===== src/rtl/serial_addsub32_if.sv =====
// Handshake/operand bundle for serial_addsub32; zero_o/overflow_o exist only
// when SERIAL_ADDSUB_FLAGS_EN is defined.
interface serial_addsub32_if #(
    parameter int WIDTH = 32
);
    logic             valid_i;
    logic             ready_o;
    logic [WIDTH-1:0] a_i;
    logic [WIDTH-1:0] b_i;
    logic             sub_i;
    logic             carry_i;
    logic             valid_o;
    logic             ready_i;
    logic [WIDTH-1:0] result_o;
    logic             carry_o;
`ifdef SERIAL_ADDSUB_FLAGS_EN
    logic             zero_o;
    logic             overflow_o;

    modport master (
        output valid_i, a_i, b_i, sub_i, carry_i, ready_i,
        input  ready_o, valid_o, result_o, carry_o, zero_o, overflow_o
    );
    modport slave (
        input  valid_i, a_i, b_i, sub_i, carry_i, ready_i,
        output ready_o, valid_o, result_o, carry_o, zero_o, overflow_o
    );
`else
    modport master (
        output valid_i, a_i, b_i, sub_i, carry_i, ready_i,
        input  ready_o, valid_o, result_o, carry_o
    );
    modport slave (
        input  valid_i, a_i, b_i, sub_i, carry_i, ready_i,
        output ready_o, valid_o, result_o, carry_o
    );
`endif
endinterface


===== src/rtl/serial_addsub32.sv =====
// Bit-sliced adder/subtractor: STEP bits per cycle, LSB first, registered carry.
// Define SERIAL_ADDSUB_FLAGS_EN to add registered zero_o / overflow_o outputs.
//
// state  | meaning
// S_IDLE | ready for operands
// S_RUN  | processing one slice per cycle
// S_DONE | result presented, waiting for consumer
module serial_addsub32 #(
    parameter int WIDTH = 32,
    parameter int STEP  = 1
) (
    input  logic clk_i,
    input  logic rst_i,
    serial_addsub32_if.slave bus
);
    localparam int NSLICE = WIDTH / STEP;
    localparam int CW     = (NSLICE > 1) ? $clog2(NSLICE) : 1;
    localparam logic [CW-1:0] LAST = CW'(NSLICE - 1);

    generate
        if (WIDTH % STEP != 0) begin : g_step_check
            $error("serial_addsub32: STEP must divide WIDTH");
        end
    endgenerate

    typedef enum logic [1:0] {S_IDLE, S_RUN, S_DONE} state_t;

    state_t           r_state;
    state_t           w_state_next;
    logic [CW-1:0]    r_cnt;
    logic [WIDTH-1:0] r_a;
    logic [WIDTH-1:0] r_b;
    logic [WIDTH-1:0] r_acc;
    logic [WIDTH-1:0] r_result;
    logic             r_carry;
    logic             r_carry_out;
    logic [STEP:0]    w_slice;
    logic [WIDTH-1:0] w_result_next;
    logic             w_accept;
    logic             w_last;
    logic             w_ack;

    assign w_accept = bus.valid_i && (r_state == S_IDLE);
    assign w_last   = (r_state == S_RUN) && (r_cnt == LAST);
    assign w_ack    = bus.ready_i && (r_state == S_DONE);

    assign w_slice = {1'b0, r_a[STEP-1:0]} + {1'b0, r_b[STEP-1:0]} + (STEP+1)'(r_carry);
    // New sum bits enter from the MSB side so the LSB slice lands at bit 0 after NSLICE shifts.
    assign w_result_next = (r_acc >> STEP) | (WIDTH'(w_slice[STEP-1:0]) << (WIDTH - STEP));

    always_ff @(posedge clk_i or posedge rst_i) begin
        if (rst_i) begin
            r_state <= S_IDLE;
        end else begin
            r_state <= w_state_next;
        end
    end

    always_comb begin
        w_state_next = r_state;
        case (r_state)
            S_IDLE:  if (w_accept) w_state_next = S_RUN;
            S_RUN:   if (w_last)   w_state_next = S_DONE;
            S_DONE:  if (w_ack)    w_state_next = S_IDLE;
            default: w_state_next = S_IDLE;
        endcase
    end

    always_comb begin
        bus.ready_o = (r_state == S_IDLE);
        bus.valid_o = (r_state == S_DONE);
    end

    always_ff @(posedge clk_i or posedge rst_i) begin
        if (rst_i) begin
            r_cnt       <= '0;
            r_a         <= '0;
            r_b         <= '0;
            r_acc       <= '0;
            r_carry     <= 1'b0;
            r_result    <= '0;
            r_carry_out <= 1'b0;
        end else if (w_accept) begin
            r_a     <= bus.a_i;
            r_b     <= bus.sub_i ? ~bus.b_i : bus.b_i;
            r_carry <= bus.sub_i | bus.carry_i;
            r_cnt   <= '0;
            r_acc   <= '0;
        end else if (r_state == S_RUN) begin
            r_a     <= r_a >> STEP;
            r_b     <= r_b >> STEP;
            r_carry <= w_slice[STEP];
            r_acc   <= w_result_next;
            r_cnt   <= r_cnt + CW'(1);
            if (w_last) begin
                r_result    <= w_result_next;
                r_carry_out <= w_slice[STEP];
            end
        end
    end

    assign bus.result_o = r_result;
    assign bus.carry_o  = r_carry_out;

`ifdef SERIAL_ADDSUB_FLAGS_EN
    logic r_zero;
    logic r_overflow;

    // Carry into the MSB is recovered from the MSB sum bit: c_in = a ^ b ^ s.
    always_ff @(posedge clk_i or posedge rst_i) begin
        if (rst_i) begin
            r_zero     <= 1'b0;
            r_overflow <= 1'b0;
        end else if (w_last) begin
            r_zero     <= (w_result_next == '0);
            r_overflow <= w_slice[STEP] ^ (r_a[STEP-1] ^ r_b[STEP-1] ^ w_slice[STEP-1]);
        end
    end

    assign bus.zero_o     = r_zero;
    assign bus.overflow_o = r_overflow;
`endif
endmodule

===== src/flat_wrapper.sv =====
// flat-port wrapper written by rule: the top's interface ports become plain ports
module serial_addsub32_flat 
#(
    parameter int WIDTH = 32,
    parameter int STEP  = 1
)
  (clk_i, rst_i, bus_valid_i, bus_a_i, bus_b_i, bus_sub_i, bus_carry_i, bus_ready_i, bus_ready_o, bus_valid_o, bus_result_o, bus_carry_o);
  serial_addsub32_if #(.WIDTH(WIDTH)) bus_i ();
  input  logic clk_i;
  input  logic rst_i;
  input wire logic [$bits(bus_i.valid_i)-1:0] bus_valid_i;
  input wire logic [$bits(bus_i.a_i)-1:0] bus_a_i;
  input wire logic [$bits(bus_i.b_i)-1:0] bus_b_i;
  input wire logic [$bits(bus_i.sub_i)-1:0] bus_sub_i;
  input wire logic [$bits(bus_i.carry_i)-1:0] bus_carry_i;
  input wire logic [$bits(bus_i.ready_i)-1:0] bus_ready_i;
  output wire logic [$bits(bus_i.ready_o)-1:0] bus_ready_o;
  output wire logic [$bits(bus_i.valid_o)-1:0] bus_valid_o;
  output wire logic [$bits(bus_i.result_o)-1:0] bus_result_o;
  output wire logic [$bits(bus_i.carry_o)-1:0] bus_carry_o;
  assign bus_i.valid_i = bus_valid_i;
  assign bus_i.a_i = bus_a_i;
  assign bus_i.b_i = bus_b_i;
  assign bus_i.sub_i = bus_sub_i;
  assign bus_i.carry_i = bus_carry_i;
  assign bus_i.ready_i = bus_ready_i;
  assign bus_ready_o = bus_i.ready_o;
  assign bus_valid_o = bus_i.valid_o;
  assign bus_result_o = bus_i.result_o;
  assign bus_carry_o = bus_i.carry_o;
  serial_addsub32 #(.WIDTH(WIDTH), .STEP(STEP)) u_core (.clk_i(clk_i), .rst_i(rst_i), .bus(bus_i));
endmodule

===== config.mk =====
export PLATFORM = sky130hd
export DESIGN_NAME = serial_addsub32_flat
export DESIGN_NICKNAME = d
export VERILOG_FILES = /design/src/rtl/serial_addsub32_if.sv /design/src/rtl/serial_addsub32.sv /design/src/flat_wrapper.sv
export SDC_FILE = /design/constraint.sdc
export NUM_CORES = 1
export LEC_CHECK = 0
export ABC_CLOCK_PERIOD_IN_PS = 4700
export BUFFER_PORTS_ARGS = -buffer_cell sky130_fd_sc_hd__buf_2
export CAP_MARGIN = 20
export CORE_ASPECT_RATIO = 0.75
export CORE_MARGIN = 3
export CORE_UTILIZATION = 40
export DETAILED_ROUTE_END_ITERATION = 10
export HOLD_SLACK_MARGIN = 0.1
export PLACE_DENSITY = 0.71
export SLEW_MARGIN = 20
export SYNTH_ARGS = -nofsm -noshare
export SYNTH_HDL_FRONTEND = slang
export SYNTH_SLANG_ARGS = --single-unit

===== constraint.sdc =====
create_clock -name clk_i -period 4.7 [get_ports clk_i]
set_input_delay 0.47 -clock clk_i [delete_from_list [all_inputs] [get_ports clk_i]]
set_output_delay 0.47 -clock clk_i [all_outputs]
set_load 0.1 [all_outputs]

* Yosys cells after proc, flatten, opt, wreduce, memory -nomap -nowiden
Index checks and enable logic that the tools add are counted.
** Word-level totals
- Output and inout port bits :: 35
- Input port bits :: 70
- Register bits after elaboration :: 137
- Word-level logic and storage cells :: 43
** Operators by class
- Bitwise operators :: 4
- Reduce and logical (&&, ||, !) cells :: 7
- Mux-type cells :: 15
- Equality and inequality tests :: 6
- Add/subtract/negate cells :: 3
** Operators by type and width (count)
- 32-bit 2-to-1 mux :: 7
- 32-bit inverter :: 1
- 31-bit by 32-bit bitwise OR with 32-bit output :: 1
- 5-bit 2-to-1 mux :: 2
- 2-bit 2-to-1 mux :: 3
- 2-bit by 1-bit != test with 1-bit output (second input constant) :: 3
- 2-bit one-hot mux with 3 select lines :: 1
- 3-bit AND reduction :: 2
- 5-bit by 1-bit adder with 5-bit output (second input constant) :: 1
- 5-bit == test (second input constant) :: 1
- 1-bit logical AND :: 3
- 1-bit by 1-bit adder with 2-bit output :: 1
- 2-bit by 1-bit adder with 2-bit output :: 1
- 2-bit by 1-bit == test with 1-bit output (second input constant) :: 1
- 2-bit == test (second input constant) :: 1
- 2-bit logical NOT :: 1
- 1-bit 2-to-1 mux :: 2
- 2-bit nonzero test :: 1
- 1-bit inverter :: 1
- 1-bit bitwise OR :: 1

* Longest topological paths before layout
Gate-level depths: netlist (run 1).
- Word-level depth :: 5
- Mapped depth :: 7
- Gate-level depth less buffers :: 5

* Worst setup path after synthesis (run 1)
Ideal clock, no wire load.
- Path type :: register -> output
- Start point :: register u_core.r_state[0]
- End point :: output port bus_ready_o
- Stages on the path, launching flop included :: 4
- Buffers on the path :: 2
- Arrival :: 2.017 ns
- Setup slack :: 2.213 ns
- Required time :: 4.230 ns
- Cells stage by stage :: dfrtp_1 > buf_2 > buf_1 > nor2_1
** On the way
- Word-level cells in the longest chain between the ends :: 1
** RTL lines
- from (decl) :: RTL line serial_addsub32.sv:28 : state_t r_state;
- from (signal assigned) :: RTL line serial_addsub32.sv:55 : r_state <= w_state_next;
- 2-bit logical NOT :: RTL line serial_addsub32.sv:70 : bus.ready_o = (r_state == S_IDLE);
- to (decl) :: RTL line flat_wrapper.sv:17 : output wire logic [$bits(bus_i.ready_o)-1:0] bus_ready_o;
Every way passes these cells.

* Final worst setup path (run 1)
- Start point :: register u_core.r_state[0]
- End point :: register u_core.r_cnt[3]
** On the way
- Word-level cells in the longest chain between the ends :: 3
- Elaborated cells on any way between the ends :: 5
- Classes of those cells :: eq/ne: 1; mux: 1; reduce/logical: 3
** RTL lines
- 2-bit logical NOT :: RTL line serial_addsub32.sv:43 : assign w_accept = bus.valid_i && (r_state == S_IDLE);
- 1-bit logical AND :: RTL line serial_addsub32.sv:43
- 5-bit 2-to-1 mux or 2-bit nonzero test (tied branches)
- to (signal assigned) :: RTL line serial_addsub32.sv:94 : r_cnt <= r_cnt + CW'(1);
- to (decl) :: RTL line serial_addsub32.sv:30 : logic [CW-1:0] r_cnt;
Parallel ways exist; a longest one is shown, timed or not.
A chain may end at the register's enable or synchronous reset.

==> results of run 1 <==
-- where the power goes --
group | internal [mW] | switching, mW
Sequential | 1.63 | 0.292
Combinational | 0.581 | 1.47
Clock | 0.863 | 0.490
Total | 3.08 | 2.25
-- area by class of cell --
class,count,area (um^2)
clock inverters,11,146
repair buffers,110,566
multi-input cells,383,2480
fillers,1366,7410
clock buffers,21,460
flip-flops and latches,136,3400
well taps,200,250
inverters,5,23.8
-- sequential cells by signal, indices dropped and copies added, names as in the netlist --
register,flops
u_core.bus.result_o,32
u_core.r_b,32
u_core.r_cnt,5
u_core.r_state,2
u_core.r_acc,31
u_core.bus.carry_o,1
u_core.r_carry,1
u_core.r_a,32
-- layer usage --
layer	up-vias	share of wire (%)	track usage (%)	routed length [um]
met2	122	45	22.6	5610
li1	2108	-	-	-
met5	-	0	0	0
met1	2082	48	22.3	5970
met3	15	5.2	3.92	645
met4	0	1.3	5.61	159
-- layout by cell type, fill, tap and decap left out, types with 2 or more instances in the layout --
master and count:
buf_2 104, o21ai_1 63, o22ai_1 3, clkinv_2 3, nand2_1 133, nor2b_4 2, mux2i_1 32, inv_1 4
clkinv_4 2, inv_6 2, clkbuf_16 17, clkinvlp_4 2, ha_1 2, mux2_1 11, xor2_1 32, clkbuf_1 2
clkbuf_8 2, nand2b_1 2, mux2_4 19, a21oi_1 4, dfrtp_1 136, bufinv_16 3, buf_4 6, o21ai_0 35
nor2_1 3, mux2_2 4, a22oi_1 29
-- path summary, 6_finish.rpt --
kind	from	end	slack [ns]	cells after the start
min in group asynchronous	rst_i	u_core.bus.result_o[19]	0.25	2
worst max-delay path	u_core.r_state[0]	u_core.r_cnt[3]	2.03	5
worst min-delay path	bus_ready_i	u_core.r_state[1]	0.24	2
worst min register to register	u_core.r_a[16]	u_core.r_a[16]	0.48	2
max in group asynchronous	rst_i	u_core.r_b[7]	3.44	3
worst max register to register	u_core.r_state[0]	u_core.r_cnt[3]	2.03	5
-- kinds of logic (layout without fill, tap and decap cells) --
logic type | after synthesis | after routing | share of synthesized area, %
simple gates | 145 | 145 | 9.50
compound gates | 137 | 137 | 12.6
flops | 136 | 136 | 55.6
mux | 66 | 66 | 12.7
buf+inv | 49 | 147 | 4.35
xor+xnor | 32 | 32 | 4.58
fa+ha+maj | 3 | 3 | 0.736
==> run_results.csv, run 1 <==
group,metric,value,unit
grt,antenna_found_initial,0,
critical_path,crit_path_cell_trace,"buf_4 -> nor2b_4 -> buf_4 -> nand4_1 -> mux2_1",
job,drv_cap,0,
layout,diodes,0,
critical_path,cp_common_cell,"buf_4",
yosys,netlist_area,0.00612,mm^2
yosys,post_synth_num_cell_types,33,
sta,worst_slack,2.03,ns
sta,setup_tns,0,ns
clocking,cts_tree,"yes",
yosys,synth_edf_count,0,
placed_design,place_congestion,0.738,
yosys,synthArstFlopShare,100,%
floorplanning,num_rows,38,
layout,fin_nets,726,
clocking,clk_pin_slew,0.06,ns
yosys,synth_area_leader_cell,"dfrtp_1",
floorplanning,core,0.0147,mm^2
routing,drt_iter0_drc,296,
grt,grt_pass1_vias,4278,
critical_path,crit_type,"reg -> reg",
sta,hold_ws,0.242,ns
yosys,synth_common_cells,"dfrtp_1 (136), nand2_1 (133), o21ai_1 (63), o21ai_0 (35)",
sta,final_max_slew_viol_count,0,
clocking,cts_buffer_depth,2,
clocking,cts_setup_buffers,0,
grt,overflow,0,
critical_path,start_kind,"register",
sta,tightest_slew,0.903,ns
yosys,postSynthCellCount,568,
placed_design,place_hpwl,8.11,mm
layout,instances_no_fill,866,
critical_path,critPathTopFamily,"buffers and inverters",
pwr,peakVddDrop,250,uV
routing,first_pass_iters,5,
sta,final-setup-viol-count,0,
routing,via_per_inst,5.00,
sta,max-slew-margin-rel,39.8,%
yosys,netlist.area_leader.share,55.6,%
yosys,yosysWarnings,0,
placed_design,placed_cell_area,0.00672,mm^2
grt,grt_pass1_wl,21.0,mm
layout,drive_gt1_share,25.4,%
placed_design,pre_cts_slack,2.03,ns
clocking,cts-resized-gates,0,
sta,fmax,374,MHz
layout,fin_util,49.7,%
clocking,root_buffer,"clkbuf_16",
pwr,p_leak,3.72,nW
critical_path,cp-end-kind,"register",
yosys,synth_most_common_cell,"dfrtp_1",
yosys,synthTopCellsByArea,"dfrtp_1 (56%), nand2_1 (8.2%), mux2i_1 (5.2%)",
layout,area_growth_syn_to_layout,19.8,%
floorplanning,die_w,149,um
sta,rsz0062_at_grt,"no",
min_path,hold_class,"in -> reg",
sta,hold_violations,0,
routing,ant_nets,0,
floorplanning,start_util,41.5,%
critical_path,max_stage_delay,0.72,ns
pwr,power_density,727,mW/mm^2
sta,skew,0.00929,ns
routing,vias,4327,
yosys,ys_ff_latch,136,
routing,routedWlPerCell,14.3,um
clocking,cts_hold_buffers,0,
floorplanning,die_h,113,um
yosys,seq_area_frac_synth,55.6,%
clocking,insertion_delay,0.41,ns
critical_path,worstPathRequired,4.99,ns
floorplanning,io_pins,105,
floorplanning,die-area,0.0168,mm^2
routing,wirelength,12.4,mm
layout,finalInstanceArea,0.00733,mm^2
critical_path,crit_slowest_cell,"nor2b_4",
critical_path,critical_path_arrival,2.96,ns
yosys,syn_nets,641,
critical_path,critPathMaxFanout,39,
placed_design,dp.cells,834,
clocking,cts_buffers,17,
clocking,h-tree-depth,4,
grt,grt_max_degree,103,
sta,layout_min_cycle_time,2.67,ns
routing,post-route-drc-count,0,
placed_design,io_buffers,104,
sta,finalCritPeriodShare,56.9,%
yosys,yosys_most_used_dff,"dfrtp_1",
yosys,avgSynthCellArea,10.8,um^2
outcome,status,"completed",
critical_path,critPathBufInv,2,
clocking,cts.sink_count,136,
grt,track_usage,15.5,%
pwr,totalPowerFinal,5.33,mW
Note: power is estimated with default switching activity, not from simulation.
==> inputs of run 2 (changes only) <==
--- a/config.mk
+++ b/config.mk
@@ -5,7 +5,8 @@
 export SDC_FILE = /design/constraint.sdc
 export NUM_CORES = 1
 export LEC_CHECK = 0
-export ABC_CLOCK_PERIOD_IN_PS = 4700
+export ABC_AREA = 1
+export ABC_CLOCK_PERIOD_IN_PS = 2570
 export BUFFER_PORTS_ARGS = -buffer_cell sky130_fd_sc_hd__buf_2
 export CAP_MARGIN = 20
 export CORE_ASPECT_RATIO = 0.75
==> constraint.sdc (replaced) <==
create_clock -name clk_i -period 2.57 [get_ports clk_i]
set_input_delay 0.257 -clock clk_i [delete_from_list [all_inputs] [get_ports clk_i]]
set_output_delay 0.257 -clock clk_i [all_outputs]
set_load 0.1 [all_outputs]
==> run_results.csv, run 2 <==
group,metric,value,unit
pwr,internal-power,5.40,mW
clocking,clk_pin_slew,0.06,ns
layout,area_growth_syn_to_layout,25.5,%
routing,ant_nets,0,
clocking,h-tree-depth,4,
pwr,power_frac_comb,38.0,%
job,drv_cap,0,
sta,final_max_slew_viol_count,0,
yosys,synth_area_leader_cell,"dfrtp_1",
layout,fillers,1440,
sta,max-slew-margin-rel,38.5,%
sta,fmax,557,MHz
critical_path,critPathMaxFanout,3,
layout,multi_input_area,0.00237,mm^2
critical_path,worstPathRequired,2.31,ns
critical_path,crit_slowest_cell,"buf_2",
layout,fin_nets,1025,
min_path,hold_class,"in -> reg",
floorplanning,core,0.0149,mm^2
floorplanning,start_util,42.0,%
min_path,hold_path.startpoint,"bus_a_i[24]",
yosys,synthTopCellsByArea,"dfrtp_1 (54%), nand2_1 (28%), inv_1 (4.1%)",
pwr,p_leak,4.31,nW
yosys,post_synth_num_cell_types,19,
layout,drive_gt1_share,16.0,%
clocking,cts_buffers,17,
pwr,peakVddDrop,549,uV
clocking,cts.sink_count,136,
clocking,cts_tree,"yes",
critical_path,crit_type,"reg -> out",
grt,track_usage,17.1,%
pwr,power_density,1200,mW/mm^2
clocking,cts-resized-gates,0,
floorplanning,num_rows,38,
critical_path,max_stage_delay,0.46,ns
routing,via_per_inst,4.60,
routing,post-route-drc-count,0,
grt,grt_pass1_wl,24.0,mm
sta,final-setup-viol-count,0,
yosys,avgSynthCellArea,7.53,um^2
critical_path,crit_path_cell_trace,"inv_1 -> nor2_1 -> buf_2",
yosys,netlist.area_leader.share,54.5,%
clocking,cts_buffer_depth,2,
critical_path,critical_path_arrival,1.54,ns
grt,antenna_found_initial,1,
sta,tightest_slew,0.922,ns
clocking,root_buffer,"clkbuf_16",
layout,diodes,0,
pwr,p_switching,4.02,mW
floorplanning,die_w,150,um
routing,wirelength,14.0,mm
sta,rsz0062_at_grt,"no",
floorplanning,die_h,114,um
grt,overflow,0,
routing,vias,5356,
critical_path,cp-end-kind,"primary output",
yosys,synth_edf_count,0,
floorplanning,die-area,0.0172,mm^2
critical_path,start_kind,"register",
pwr,power_frac_seq,36.6,%
yosys,ys_ff_latch,136,
clocking,insertion_delay,0.41,ns
sta,setup_tns,0,ns
floorplanning,io_pins,105,
outcome,status,"completed",
pwr,switching_share,42.7,%
sta,skew,0.00979,ns
layout,fin_util,52.6,%
yosys,seq_area_frac_synth,54.5,%
placed_design,place_congestion,0.776,
min_path,hold_path_depth,3,
yosys,synth_most_common_cell,"nand2_1",
placed_design,place_hpwl,8.63,mm
yosys,netlist_area,0.00624,mm^2
yosys,synth_common_cells,"nand2_1 (465), dfrtp_1 (136), inv_1 (68), o21ai_1 (42), nand3_1 (35)",
layout,final_common_cell,"nand2_1",
critical_path,reg2reg_depth,8,
grt,grt_max_degree,92,
critical_path,r2r_start,"u_core.r_cnt[0]",
routing,first_pass_iters,4,
placed_design,io_buffers,104,
sta,finalCritPeriodShare,69.8,%
routing,drt_iter0_drc,348,
grt,grt_pass1_vias,5067,
yosys,syn_nets,902,
routing,routedWlPerCell,12.0,um
yosys,synthArstFlopShare,100,%
layout,final_cell_mix,"nand2_1 (465), dfrtp_1 (136), buf_2 (104)",
yosys,postSynthCellCount,829,
sta,hold_violations,0,
sta,hold_ws,0.114,ns
pwr,power_frac_clock,25.4,%
layout,regArea,0.00340,mm^2
yosys,yosys_most_used_dff,"dfrtp_1",
yosys,yosysWarnings,0,
sta,layout_min_cycle_time,1.79,ns
critical_path,crit_path_start,"u_core.r_state[1]",
-- run 2: changes by cell type after synthesis, moves of 13 or more --
cell     change
mux2_4      -19
xor2_1      -32
nand3_1     +35
o21ai_0     -13
o21ai_1     -21
inv_1       +63
mux2i_1     -32
a22oi_1     -29
nand2_1    +332
-- run 2: kinds of logic after synthesis --
| logic type | Yosys count | synth area share [%] |
|---|---|---|
| buffers and inverters | 114 | 7.73 |
| AOI/OAI and AO/OA | 67 | 5.51 |
| xor gates and xnor gates | 1 | 0.140 |
| adders and majority gates | 3 | 0.721 |
| and+or+nand+nor | 508 | 31.4 |
| DFF | 136 | 54.5 |
-- run 2: layer usage --
| layer | share of wire (%) | global-route usage (%) | up-vias |
|---|---|---|---|
| met4 | 0.68 | 4.33 | 2 |
| met5 | 0.10 | 0 | - |
| li1 | - | - | 2759 |
| met1 | 50 | 24.2 | 2469 |
| met3 | 5.2 | 4.67 | 10 |
| met2 | 44 | 26.2 | 116 |
-- run 2: power groups by stage --
stage / logic, mW / registers, mW / clock network, mW
2_1_floorplan: 2.01 / 4.31 / 0
3_3_place_gp: 3.50 / 3.45 / 0
3_5_place_dp: 3.59 / 3.46 / 0
4_1_cts: 3.62 / 3.45 / 2.44
5_1_grt: 4.04 / 3.56 / 2.54
6_report: 3.58 / 3.45 / 2.39
-- run 2: critical path: cells and delay by family, from the launching register on --
family | cells | cell delay [ns]
buffers and inverters | 2 | 0.59
flip-flops | 1 | 0.43
AND/OR/NAND/NOR | 1 | 0.12
-- run 2: area by class of cell --
class,instances,share of cell area (%)
clock buffers,19,5.53
clock inverters,13,1.87
inverters,71,3.45
multi-input cells,579,30.3
flip-flops and latches,136,43.4
well taps,200,3.19
repair buffers,147,12.3
-- run 2: repair_timing --
action	4_1_cts	5_1_grt
setup buffers	0	0
hold buffers	32	0
setup endpoints to repair	0	0
hold endpoints to repair	162	0
-- run 2: stage by stage --
step	total power, mW	area [um^2]	setup WS (ns)	cells
finish	9.42	7840	0.776	1165
CTS	9.52	7840	0.757	1165
detailed placement	7.05	6940	0.818	1101
floorplan	6.32	6250	0.446	829
global placement	6.95	6940	0.849	1101
global route	10.1	7840	0.604	1165
-- run 2: final timing paths --
path	endpoint	slack, ns
hold reg to reg	u_core.bus.result_o[31]	0.46
min in group asynchronous	u_core.bus.result_o[22]	0.53
hold / removal	u_core.r_a[24]	0.11
max in group asynchronous	u_core.r_b[4]	1.55
setup reg to reg	u_core.bus.result_o[5]	0.81
setup / recovery	bus_valid_o	0.78
==> inputs of run 3 (changes only) <==
--- a/config.mk
+++ b/config.mk
@@ -6,7 +6,7 @@
 export NUM_CORES = 1
 export LEC_CHECK = 0
 export ABC_AREA = 1
-export ABC_CLOCK_PERIOD_IN_PS = 2570
+export ABC_CLOCK_PERIOD_IN_PS = 1800
 export BUFFER_PORTS_ARGS = -buffer_cell sky130_fd_sc_hd__buf_2
 export CAP_MARGIN = 20
 export CORE_ASPECT_RATIO = 0.75
==> constraint.sdc (replaced) <==
create_clock -name clk_i -period 1.8 [get_ports clk_i]
set_input_delay 0.18 -clock clk_i [delete_from_list [all_inputs] [get_ports clk_i]]
set_output_delay 0.18 -clock clk_i [all_outputs]
set_load 0.1 [all_outputs]
==> run_results.csv, run 3 (synthesis results as in run 2) <==
group,metric,value,unit
critical_path,max_stage_delay,0.48,ns
critical_path,critPathBufInv,1,
sta,tightest_slew,0.570,ns
pwr,power_density,1710,mW/mm^2
floorplanning,core,0.0149,mm^2
job,drv_cap,0,
routing,ant_nets,0,
sta,setup_tns,0,ns
routing,drt_iter0_drc,427,
layout,finalInstanceArea,0.00794,mm^2
sta,rsz0062_at_grt,"no",
pwr,p_leak,4.34,nW
placed_design,placed_cell_area,0.00699,mm^2
clocking,cts_buffers,17,
critical_path,reg2reg_depth,8,
sta,max-slew-margin-rel,62.0,%
grt,grt_pass1_wl,23.5,mm
layout,fillers,1416,
sta,finalCritPeriodShare,93.7,%
layout,area_growth_syn_to_layout,27.2,%
layout,regArea,0.00340,mm^2
clocking,clk_pin_slew,0.05,ns
floorplanning,die-area,0.0172,mm^2
sta,hold_violations,0,
layout,multi_input_area,0.00238,mm^2
min_path,hold_class,"in -> reg",
outcome,status,"completed",
critical_path,cp-end-kind,"primary output",
grt,grt_max_degree,71,
floorplanning,io_pins,105,
critical_path,critPathMaxFanout,5,
clocking,cts.sink_count,136,
placed_design,place_hpwl,8.61,mm
critical_path,crit_path_cell_trace,"nor2_4 -> buf_2",
routing,wirelength,13.6,mm
clocking,cts_tree,"yes",
critical_path,start_kind,"register",
placed_design,pre_cts_slack,0.212,ns
floorplanning,start_util,42.0,%
critical_path,worstPathRequired,1.62,ns
floorplanning,die_h,114,um
placed_design,dp.cells,1102,
sta,fmax,593,MHz
routing,first_pass_iters,5,
layout,final_common_cell,"nand2_1",
min_path,hold_path_depth,6,
critical_path,crit_type,"reg -> out",
floorplanning,num_rows,38,
clocking,insertion_delay,0.40,ns
routing,routedWlPerCell,11.7,um
routing,vias,5308,
sta,layout_min_cycle_time,1.69,ns
layout,fin_nets,1030,
layout,diodes,0,
sta,worst_slack,0.113,ns
layout,final_cell_mix,"nand2_1 (465), dfrtp_1 (136), buf_2 (103)",
grt,track_usage,17.0,%
routing,post-route-drc-count,0,
grt,overflow,0,
critical_path,rrSetupSlack,0.20,ns
clocking,cts_buffer_depth,2,
critical_path,critPathTopFamily,"flip-flops",
layout,instances_no_fill,1167,
sta,final_max_slew_viol_count,0,
clocking,root_buffer,"clkbuf_16",
min_path,hold_path.startpoint,"bus_b_i[11]",
floorplanning,die_w,150,um
placed_design,io_buffers,104,
grt,antenna_found_initial,0,
grt,grt_pass1_vias,4878,
clocking,h-tree-depth,4,
clocking,cts_setup_buffers,0,
critical_path,critical_path_arrival,1.51,ns
sta,final-setup-viol-count,0,
routing,via_per_inst,4.55,
critical_path,rr_endpoint,"u_core.bus.result_o[22]",
critical_path,r2r_start,"u_core.r_cnt[0]",
critical_path,path_depth,2,
critical_path,crit_slowest_cell,"dfrtp_1",
sta,skew,0.00855,ns
min_path,worstHoldEndpoint,"u_core.r_b[11]",
placed_design,place_congestion,0.741,
pwr,peakVddDrop,827,uV
layout,drive_gt1_share,15.9,%
-- run 3: cell types whose count changed in the layout (fill, tap and decap cells not counted), moves of 2 or more --
cell,change
clkinvlp_4,+2
clkbuf_8,+3
buf_4,-2
inv_6,-2
dlygate4sd3_1,+4
clkinv_4,-4
buf_12,+3
-- run 3: where the power goes --
group,internal [mW],switching (mW)
logic,1.44,3.74
clock network,2.26,1.21
registers,4.26,0.661
-- run 3: how the worst max path moves through the flow --
| stage | start | endpoint | slack [ns] |
|---|---|---|---|
| 2_1_floorplan | rst_i | u_core.bus.carry_o | -0.07 |
| 3_5_place_dp | u_core.r_cnt[0] | u_core.bus.result_o[26] | 0.21 |
| 6_report | u_core.r_state[0] | bus_ready_o | 0.11 |
| 5_1_grt | u_core.r_state[0] | bus_ready_o | 0.03 |
| 4_1_cts | u_core.r_state[1] | bus_valid_o | 0.04 |
| 3_3_place_gp | u_core.r_cnt[0] | u_core.bus.result_o[26] | 0.27 |
-- run 3: metal layers --
layer	vias to the layer above	routed length, um	GRT usage [%]
li1	2764	-	-
met1	2426	7120	25.4
met2	111	5680	24.3
met3	7	688	4.87
met4	0	106	4.20
met5	-	0	0
-- run 3: worst min-delay path: stages --
cell,delay [ns]
buf_2,0.09
nand2_1,0.04
nand2_1,0.05
nand2_1,0.05
nand2_1,0.05
nand2_1,0.04
-- run 3: through the flow --
| stage | hold slack (ns) | util [%] | power (mW) |
|---|---|---|---|
| after floorplan | 0.277 | - | 9.04 |
| after global placement | 0.347 | 47.0 | 10.0 |
| after detailed placement | 0.345 | 47.0 | 10.1 |
| after CTS | 0.110 | 53.4 | 13.7 |
| after global routing | 0.150 | 53.4 | 14.6 |
| final | 0.129 | 53.4 | 13.6 |
-- run 3: what timing repair did --
| action | 4_1_cts | 5_1_grt |
|---|---|---|
| endpoints found under the hold margin | 171 | 0 |
| hold buffers | 36 | 0 |
| setup endpoints to repair | 0 | 1 |
| gates resized for setup | 0 | 1 |
-- run 3: final cells by class --
class / count / area share, %
Clock inverter: 8 / 1.54
Timing Repair Buffer: 152 / 13.2
Multi-Input combinational cell: 579 / 29.9
Inverter: 71 / 3.40
Sequential cell: 136 / 42.8
Clock buffer: 21 / 5.92
Tap cell: 200 / 3.15
